File: src/rtl/display_axi_rd_arbiter_pkg.sv
// Shared AXI encodings and the AR-side state type for the display read arbiter.
package display_pkg;

    localparam logic [1:0] BURST_INCR = 2'b01;
    localparam logic [2:0] SIZE_8B    = 3'd3;

    typedef enum logic {
        AR_IDLE  = 1'b0,
        AR_ISSUE = 1'b1
    } ar_state_t;

endpackage

File: src/rtl/display_axi_rd_arbiter_if.sv
// Bus bundle between the per-layer readers (s_*) and the NoC read master (m_*).
interface display_axi_rd_arbiter_if #(
    parameter int unsigned NUM_CHANNELS = 3,
    parameter int unsigned ADDR_W       = 32,
    parameter int unsigned DATA_W       = 64
);
    logic [NUM_CHANNELS*ADDR_W-1:0] s_araddr;
    logic [NUM_CHANNELS*8-1:0]      s_arlen;
    logic [NUM_CHANNELS*3-1:0]      s_arsize;
    logic [NUM_CHANNELS*2-1:0]      s_arburst;
    logic [NUM_CHANNELS-1:0]        s_arvalid;
    logic [NUM_CHANNELS-1:0]        s_arready;
    logic [DATA_W-1:0]              s_rdata;
    logic [1:0]                     s_rresp;
    logic                           s_rlast;
    logic [NUM_CHANNELS-1:0]        s_rvalid;
    logic [NUM_CHANNELS-1:0]        s_rready;

    logic [ADDR_W-1:0]              m_araddr;
    logic [7:0]                     m_arlen;
    logic [2:0]                     m_arsize;
    logic [1:0]                     m_arburst;
    logic                           m_arvalid;
    logic                           m_arready;
    logic [DATA_W-1:0]              m_rdata;
    logic [1:0]                     m_rresp;
    logic                           m_rlast;
    logic                           m_rvalid;
    logic                           m_rready;

    modport master (
        input  s_araddr, s_arlen, s_arsize, s_arburst, s_arvalid, s_rready,
        input  m_arready, m_rdata, m_rresp, m_rlast, m_rvalid,
        output s_arready, s_rdata, s_rresp, s_rlast, s_rvalid,
        output m_araddr, m_arlen, m_arsize, m_arburst, m_arvalid, m_rready
    );

    modport slave (
        output s_araddr, s_arlen, s_arsize, s_arburst, s_arvalid, s_rready,
        output m_arready, m_rdata, m_rresp, m_rlast, m_rvalid,
        input  s_arready, s_rdata, s_rresp, s_rlast, s_rvalid,
        input  m_araddr, m_arlen, m_arsize, m_arburst, m_arvalid, m_rready
    );

endinterface

File: src/rtl/display_axi_rd_arbiter_order_fifo.sv
// Order FIFO of granted channel indices; head is read combinationally for R routing.
module disp_rd_order_fifo #(
    parameter int unsigned DEPTH = 4,
    parameter int unsigned WIDTH = 2
) (
    input  logic                       clk,
    input  logic                       rst_n,
    input  logic                       push,
    input  logic [WIDTH-1:0]           push_data,
    input  logic                       pop,
    output logic [WIDTH-1:0]           head,
    output logic                       full,
    output logic                       empty,
    output logic [$clog2(DEPTH+1)-1:0] count
);
    localparam int unsigned PTR_W = (DEPTH > 1) ? $clog2(DEPTH) : 1;
    localparam int unsigned CNT_W = $clog2(DEPTH + 1);

    logic [WIDTH-1:0] mem [DEPTH];
    logic [PTR_W-1:0] wr_ptr;
    logic [PTR_W-1:0] rd_ptr;
    logic [CNT_W-1:0] cnt;
    logic             do_push;
    logic             do_pop;

    assign full    = (cnt == CNT_W'(DEPTH));
    assign empty   = (cnt == '0);
    assign do_push = push && !full;
    assign do_pop  = pop && !empty;
    assign head    = mem[rd_ptr];
    assign count   = cnt;

    always_ff @(posedge clk or negedge rst_n) begin
        if (!rst_n) begin
            wr_ptr <= '0;
            rd_ptr <= '0;
            cnt    <= '0;
        end else begin
            if (do_push) wr_ptr <= wr_ptr + 1'b1;
            if (do_pop)  rd_ptr <= rd_ptr + 1'b1;
            case ({do_push, do_pop})
                2'b10:   cnt <= cnt + 1'b1;
                2'b01:   cnt <= cnt - 1'b1;
                default: cnt <= cnt;
            endcase
        end
    end

    always_ff @(posedge clk) begin
        if (do_push) mem[wr_ptr] <= push_data;
    end

endmodule

File: src/rtl/display_axi_rd_arbiter.sv
// Round-robin AR arbiter for the display read master with in-order R routing
// back to the requesting layer reader.
module display_axi_rd_arbiter
    import display_pkg::*;
#(
    parameter int unsigned NUM_CHANNELS = 3,
    parameter int unsigned ADDR_W       = 32,
    parameter int unsigned DATA_W       = 64,
    parameter int unsigned MAX_OUTST    = 4
) (
    input  logic                           pixel_clk,
    input  logic                           rst_n,
    input  logic [NUM_CHANNELS-1:0]        ch_enable,
    display_axi_rd_arbiter_if.master       bus,
    output logic [$clog2(MAX_OUTST+1)-1:0] outstanding,
    output logic                           r_stray
);
    localparam int unsigned IDX_W = $clog2(NUM_CHANNELS);

    ar_state_t               state, state_nx;
    logic [IDX_W-1:0]        last_grant;
    logic [IDX_W-1:0]        winner;
    logic [IDX_W-1:0]        cand;
    logic [IDX_W-1:0]        head;
    logic                    found;
    logic [NUM_CHANNELS-1:0] req;
    logic [NUM_CHANNELS-1:0] grant;
    logic [NUM_CHANNELS-1:0] rvalid_route;
    logic                    rready_route;
    logic                    fifo_full;
    logic                    fifo_empty;
    logic                    pop;
    logic [DATA_W-1:0]       rdata;

    logic [ADDR_W-1:0] addr_ch  [NUM_CHANNELS];
    logic [7:0]        len_ch   [NUM_CHANNELS];
    logic [2:0]        size_ch  [NUM_CHANNELS];
    logic [1:0]        burst_ch [NUM_CHANNELS];

    logic [ADDR_W-1:0] ar_addr_q;
    logic [7:0]        ar_len_q;
    logic [2:0]        ar_size_q;
    logic [1:0]        ar_burst_q;

    always_comb begin
        for (int unsigned i = 0; i < NUM_CHANNELS; i++) begin
            addr_ch[i]  = bus.s_araddr[i*ADDR_W +: ADDR_W];
            len_ch[i]   = bus.s_arlen[i*8 +: 8];
            size_ch[i]  = bus.s_arsize[i*3 +: 3];
            burst_ch[i] = bus.s_arburst[i*2 +: 2];
        end
    end

    // Scan starts one past the previous winner so every enabled reader gets a turn.
    always_comb begin
        req    = bus.s_arvalid & ch_enable;
        found  = 1'b0;
        winner = '0;
        cand   = '0;
        for (int unsigned i = 1; i <= NUM_CHANNELS; i++) begin
            cand = IDX_W'((32'(last_grant) + i) % NUM_CHANNELS);
            if (!found && req[cand]) begin
                found  = 1'b1;
                winner = cand;
            end
        end
    end

    always_comb begin
        state_nx = state;
        grant    = '0;
        unique case (state)
            AR_IDLE: begin
                if (found && !fifo_full) begin
                    grant[winner] = 1'b1;
                    state_nx      = AR_ISSUE;
                end
            end
            AR_ISSUE: begin
                if (bus.m_arready) state_nx = AR_IDLE;
            end
            default: state_nx = AR_IDLE;
        endcase
    end

    always_ff @(posedge pixel_clk or negedge rst_n) begin
        if (!rst_n) begin
            state      <= AR_IDLE;
            last_grant <= IDX_W'(NUM_CHANNELS - 1);
            ar_addr_q  <= '0;
            ar_len_q   <= '0;
            ar_size_q  <= '0;
            ar_burst_q <= '0;
        end else begin
            state <= state_nx;
            if (|grant) begin
                last_grant <= winner;
                ar_addr_q  <= addr_ch[winner];
                ar_len_q   <= len_ch[winner];
                ar_size_q  <= size_ch[winner];
                ar_burst_q <= burst_ch[winner];
            end
        end
    end

    assign bus.s_arready = grant;
    assign bus.m_arvalid = (state == AR_ISSUE);
    assign bus.m_araddr  = ar_addr_q;
    assign bus.m_arlen   = ar_len_q;
    assign bus.m_arsize  = ar_size_q;
    assign bus.m_arburst = ar_burst_q;

    disp_rd_order_fifo #(
        .DEPTH (MAX_OUTST),
        .WIDTH (IDX_W)
    ) u_order_fifo (
        .clk       (pixel_clk),
        .rst_n     (rst_n),
        .push      (|grant),
        .push_data (winner),
        .pop       (pop),
        .head      (head),
        .full      (fifo_full),
        .empty     (fifo_empty),
        .count     (outstanding)
    );

    always_comb begin
        rvalid_route = '0;
        rready_route = 1'b0;
        if (!fifo_empty) begin
            rvalid_route[head] = bus.m_rvalid;
            rready_route       = bus.s_rready[head];
        end
    end

    assign pop           = bus.m_rvalid && rready_route && bus.m_rlast;
    assign rdata         = bus.m_rdata;
    assign bus.s_rdata   = rdata;
    assign bus.s_rresp   = bus.m_rresp;
    assign bus.s_rlast   = bus.m_rlast;
    assign bus.s_rvalid  = rvalid_route;
    assign bus.m_rready  = rready_route;

    always_ff @(posedge pixel_clk or negedge rst_n) begin
        if (!rst_n)                         r_stray <= 1'b0;
        else if (fifo_empty && bus.m_rvalid) r_stray <= 1'b1;
    end

endmodule

File: src/flat_wrapper.sv
// flat-port wrapper written by rule: the top's interface ports become plain ports
module display_axi_rd_arbiter_flat import display_pkg::*;
#(
    parameter int unsigned NUM_CHANNELS = 3,
    parameter int unsigned ADDR_W       = 32,
    parameter int unsigned DATA_W       = 64,
    parameter int unsigned MAX_OUTST    = 4
)
  (pixel_clk, rst_n, ch_enable, outstanding, r_stray, bus_s_araddr, bus_s_arlen, bus_s_arsize, bus_s_arburst, bus_s_arvalid, bus_s_rready, bus_m_arready, bus_m_rdata, bus_m_rresp, bus_m_rlast, bus_m_rvalid, bus_s_arready, bus_s_rdata, bus_s_rresp, bus_s_rlast, bus_s_rvalid, bus_m_araddr, bus_m_arlen, bus_m_arsize, bus_m_arburst, bus_m_arvalid, bus_m_rready);
  display_axi_rd_arbiter_if #(.NUM_CHANNELS(NUM_CHANNELS), .ADDR_W(ADDR_W), .DATA_W(DATA_W)) bus_i ();
  input  logic pixel_clk;
  input  logic rst_n;
  input  logic [NUM_CHANNELS-1:0] ch_enable;
  output logic [$clog2(MAX_OUTST+1)-1:0] outstanding;
  output logic r_stray;
  input wire logic [$bits(bus_i.s_araddr)-1:0] bus_s_araddr;
  input wire logic [$bits(bus_i.s_arlen)-1:0] bus_s_arlen;
  input wire logic [$bits(bus_i.s_arsize)-1:0] bus_s_arsize;
  input wire logic [$bits(bus_i.s_arburst)-1:0] bus_s_arburst;
  input wire logic [$bits(bus_i.s_arvalid)-1:0] bus_s_arvalid;
  input wire logic [$bits(bus_i.s_rready)-1:0] bus_s_rready;
  input wire logic [$bits(bus_i.m_arready)-1:0] bus_m_arready;
  input wire logic [$bits(bus_i.m_rdata)-1:0] bus_m_rdata;
  input wire logic [$bits(bus_i.m_rresp)-1:0] bus_m_rresp;
  input wire logic [$bits(bus_i.m_rlast)-1:0] bus_m_rlast;
  input wire logic [$bits(bus_i.m_rvalid)-1:0] bus_m_rvalid;
  output wire logic [$bits(bus_i.s_arready)-1:0] bus_s_arready;
  output wire logic [$bits(bus_i.s_rdata)-1:0] bus_s_rdata;
  output wire logic [$bits(bus_i.s_rresp)-1:0] bus_s_rresp;
  output wire logic [$bits(bus_i.s_rlast)-1:0] bus_s_rlast;
  output wire logic [$bits(bus_i.s_rvalid)-1:0] bus_s_rvalid;
  output wire logic [$bits(bus_i.m_araddr)-1:0] bus_m_araddr;
  output wire logic [$bits(bus_i.m_arlen)-1:0] bus_m_arlen;
  output wire logic [$bits(bus_i.m_arsize)-1:0] bus_m_arsize;
  output wire logic [$bits(bus_i.m_arburst)-1:0] bus_m_arburst;
  output wire logic [$bits(bus_i.m_arvalid)-1:0] bus_m_arvalid;
  output wire logic [$bits(bus_i.m_rready)-1:0] bus_m_rready;
  assign bus_i.s_araddr = bus_s_araddr;
  assign bus_i.s_arlen = bus_s_arlen;
  assign bus_i.s_arsize = bus_s_arsize;
  assign bus_i.s_arburst = bus_s_arburst;
  assign bus_i.s_arvalid = bus_s_arvalid;
  assign bus_i.s_rready = bus_s_rready;
  assign bus_i.m_arready = bus_m_arready;
  assign bus_i.m_rdata = bus_m_rdata;
  assign bus_i.m_rresp = bus_m_rresp;
  assign bus_i.m_rlast = bus_m_rlast;
  assign bus_i.m_rvalid = bus_m_rvalid;
  assign bus_s_arready = bus_i.s_arready;
  assign bus_s_rdata = bus_i.s_rdata;
  assign bus_s_rresp = bus_i.s_rresp;
  assign bus_s_rlast = bus_i.s_rlast;
  assign bus_s_rvalid = bus_i.s_rvalid;
  assign bus_m_araddr = bus_i.m_araddr;
  assign bus_m_arlen = bus_i.m_arlen;
  assign bus_m_arsize = bus_i.m_arsize;
  assign bus_m_arburst = bus_i.m_arburst;
  assign bus_m_arvalid = bus_i.m_arvalid;
  assign bus_m_rready = bus_i.m_rready;
  display_axi_rd_arbiter #(.NUM_CHANNELS(NUM_CHANNELS), .ADDR_W(ADDR_W), .DATA_W(DATA_W), .MAX_OUTST(MAX_OUTST)) u_core (.pixel_clk(pixel_clk), .rst_n(rst_n), .ch_enable(ch_enable), .bus(bus_i), .outstanding(outstanding), .r_stray(r_stray));
endmodule
File: config.mk
export PLATFORM = sky130hd
export DESIGN_NAME = display_axi_rd_arbiter_flat
export DESIGN_NICKNAME = d
export VERILOG_FILES = /design/src/rtl/display_axi_rd_arbiter_pkg.sv /design/src/rtl/display_axi_rd_arbiter_if.sv /design/src/rtl/display_axi_rd_arbiter_order_fifo.sv /design/src/rtl/display_axi_rd_arbiter.sv /design/src/flat_wrapper.sv
export SDC_FILE = /design/constraint.sdc
export NUM_CORES = 1
export LEC_CHECK = 0
export BUFFER_PORTS_ARGS = -buffer_cell sky130_fd_sc_hd__buf_4
export CORE_AREA = 2 2 132 134
export CTS_BUF_LIST = sky130_fd_sc_hd__clkbuf_4 sky130_fd_sc_hd__clkbuf_8
export CTS_CLUSTER_DIAMETER = 120
export CTS_CLUSTER_SIZE = 8
export DETAILED_ROUTE_END_ITERATION = 8
export DIE_AREA = 0 0 134 136
export SYNTH_ARGS = -nofsm -noshare
export SYNTH_HDL_FRONTEND = slang
export SYNTH_SLANG_ARGS = --single-unit
export TNS_END_PERCENT = 30
File: constraint.sdc
create_clock -name pixel_clk -period 5.1 [get_ports pixel_clk]
set_input_delay 1.02 -clock pixel_clk [delete_from_list [all_inputs] [get_ports pixel_clk]]
set_output_delay 1.02 -clock pixel_clk [all_outputs]
set_load 0.1 [all_outputs]
==> flow_summary.toml <==
[outcome]
status = "finished clean"

[drt]
wl_mm = 14.7
drc = 0
vias = 4017
wl_per_cell_um = 18.5
first_pass_iters = 4
drt_iter0_markers = 182
vias_per_cell = 5.05
ant_nets = 0

[grt]
grt_max_degree = 57
grt_usage = 0.154
grt_antenna_before_repair = 0
grt_pass1_wl_mm = 21.9
overflow = 0
grt_pass1_vias = 3994

[critical_path]
path_depth = 8
crit_buf_inv = 2
crit_family = "compound AO/OA/AOI/OAI gates"
worstPathCellList = "inv_1 -> ha_1 -> and4b_1 -> a311oi_4 -> nand2_1 -> o31ai_1 -> nor3_1 -> buf_4"
critPathLaunchType = "flip-flop"
reg2regPathDepth = 8
worstPathArrival_ps = 3070
end_kind = "primary output"
cp_slowest_cell = "o31ai_1"
criticalPathCategory = "reg2out"
crit_fanout = 10
worstPathRequired_ps = 4080
cp_slowest_stage_delay_ps = 580

[placement]
globalplace.congestion = 0.815
port_buffers = 206
dp_hpwl_mm = 10.5
place_area_mm2 = 0.00560

[timing]
period_share = 0.803
tightestPinTransition_ps = 1050
slew_viol_final = 0
setup_viol = 0
setup-tns-final_ps = 0
fmax_mhz = 244
relSlewSlack = 0.298
fin_crit_ps = 4090
hold_viol = 0
clock_skew_ps = 14.5
rsz0062_at_grt = "no"

[cts]
h-tree-depth = 3
cts_setup_buffers = 0
cts_sinks = 64
cts_tree = "done"
clk_pin_slew_worst_paths_ps = 80
insertion_delay_ps = 350
cts_buffers = 9
clock_path_buffers = 2
cts_root_buf = "clkbuf_8"
cts_hold_buf = 0
cts_resized = 0

[layout]
drive_above_1_share = 0.420
nNetsFinal = 790
antenna-diode-count = 0
area_growth_pct = 32.6
num-fill-cells = 1720
postLayoutCellArea_mm2 = 0.00581

[power_and_ir_drop]
power.density_mw_per_mm2 = 812
vdd_drop_max_mv = 0.486
p_leak_nw = 2.52
total_power_mw = 4.71

[yosys]
ys.flop_type = "dfrtp_1"
ys_types = 55
async_flop_share = 0.875
syn_nets = 669
synthCells = 445
ys_seq_area_frac = 0.375
synth.avg_cell_area_um2 = 9.84
ys_ff_latch = 64
synth-edff-count = 8
yosys_warnings = 0
syn_area_mm2 = 0.00438

[floorplan]
rows = 48
dieHeight_um = 136
core_mm2 = 0.0169
die_w_um = 134
die_area_mm2 = 0.0182
num_io_pins = 339
initial_core_util = 0.259

[flow_run]
cap_violations = 0

[hold_path]
hold_path.class = "reg2reg"
min_path_cells = 1
path summary, 6_finish.rpt:
path / startpoint / to / slack [ps]
setup / recovery: u_core.last_grant[0] / bus_s_arready[0] / 1010
hold / removal: u_core.r_stray / u_core.r_stray / 480
setup reg to reg: u_core.last_grant[1] / u_core.bus.m_arlen[3] / 1410
hold reg to reg: u_core.r_stray / u_core.r_stray / 480
max in group asynchronous: rst_n / u_core.bus.m_arlen[4] / 3830
min in group asynchronous: rst_n / u_core.u_order_fifo.rd_ptr[1] / 720
Yosys cell counts (all sizes together) (2+ instances only):
cell | number | share of area
buf | 84 | 0.14
o21ai | 49 | 0.056
nand4 | 45 | 0.064
nor3 | 5 | 0.0057
o211a | 2 | 0.0046
mux4 | 2 | 0.010
o211ai | 46 | 0.080
clkbuf | 18 | 0.015
ha | 8 | 0.023
mux2i | 46 | 0.11
dfrtp | 55 | 0.31
a21o | 2 | 0.0034
nand2 | 4 | 0.0034
nor2 | 8 | 0.0069
and2 | 3 | 0.0043
o21a | 2 | 0.0034
and3 | 5 | 0.0071
edfxtp | 8 | 0.055
inv | 14 | 0.012
and4b | 2 | 0.0046
a311oi | 2 | 0.0080
nand3 | 3 | 0.0046
xor2 | 3 | 0.0060
nor3b | 2 | 0.0034
xnor2 | 3 | 0.0060
a21boi | 2 | 0.0034
final cells by class:
cell class	instances	area, µm²	share of cell area
Inverter	14	52.6	0.00905
Sequential cell	64	1640	0.283
Clock buffer	9	124	0.0213
Timing Repair Buffer	212	1590	0.274
Multi-Input combinational cell	265	2030	0.349
Clock inverter	7	86.3	0.0149
Tap cell	225	282	0.0485
worst reg2reg max path: cells and delay by family (launching register included):
family	cells	cell delay [ps]
adder cells (fa/ha/maj)	1	280
AND/OR/NAND/NOR	2	1360
AO/OA/AOI/OAI	3	830
buffers and inverters	2	590
flip-flops	1	530
where the power goes:
group          internal (mW)  switching, mW  total (mW)  leakage, nW
Sequential             0.765          0.147       0.911        0.759
Combinational          0.775           2.54        3.32         1.66
Clock                  0.270          0.215       0.486       0.0980
kinds of logic (layout without fill, tap and decap cells):
kind of cell / after synthesis / after routing / synth area share
AO/OA/AOI/OAI: 115 / 115 / 0.180
adder cells (fa/ha/maj): 9 / 9 / 0.0274
multiplexers: 49 / 49 / 0.118
XOR/XNOR: 6 / 6 / 0.0120
buffers and inverters: 116 / 242 / 0.167
flip-flops: 64 / 64 / 0.375
AND/OR/NAND/NOR: 86 / 86 / 0.121
layer usage:
| layer | up-vias | track usage | routed length (µm) |
|---|---|---|---|
| met1 | 1975 | 0.168 | 5490 |
| met4 | 0 | 0.0603 | 333 |
| met2 | 180 | 0.278 | 7770 |
| li1 | 1834 | - | - |
| met3 | 28 | 0.0477 | 1120 |
| met5 | - | 0 | 0 |
through the flow:
| stage | setup slack, ps | hold WS, ps | utilization | instances |
|---|---|---|---|---|
| 6_report | 1010 | 479 | 0.344 | 796 |
| 4_1_cts | 1020 | 480 | 0.344 | 796 |
| 5_1_grt | 790 | 508 | 0.344 | 796 |
| 2_1_floorplan | 63.7 | 477 | - | 445 |
| 3_3_place_gp | 1240 | 441 | 0.332 | 780 |
| 3_5_place_dp | 1180 | 462 | 0.332 | 780 |
state kept, by name (all words and copies together), names as in the netlist, 2 cells and up:
name and cells:
u_core.last_grant 2, u_core.u_order_fifo.wr_ptr 2, u_core.u_order_fifo.count 3, u_core.bus.m_araddr 32
u_core.u_order_fifo.mem 8, u_core.u_order_fifo.rd_ptr 2, u_core.bus.m_arsize 3, u_core.bus.m_arburst 2
u_core.bus.m_arlen 8
cells in the final DEF (no fill, tap or decap), drive strengths merged, types with 2 or more instances in the layout:
master | netlist | layout
buf | 84 | 212
dfrtp | 55 | 55
o21ai | 49 | 49
mux2i | 46 | 46
o211ai | 46 | 46
nand4 | 45 | 45
inv | 14 | 14
clkbuf | 18 | 9
nor2 | 8 | 8
ha | 8 | 8
edfxtp | 8 | 8
nor3 | 5 | 5
and3 | 5 | 5
nand2 | 4 | 4
and2 | 3 | 3
xor2 | 3 | 3
xnor2 | 3 | 3
clkinv | 0 | 3
nand3 | 3 | 3
and4b | 2 | 2
a21boi | 2 | 2
mux4 | 2 | 2
a21o | 2 | 2
o21a | 2 | 2
nor3b | 2 | 2
bufinv | 0 | 2
clkinvlp | 0 | 2
a311oi | 2 | 2
o211a | 2 | 2
(Power assumes the default switching activity.)
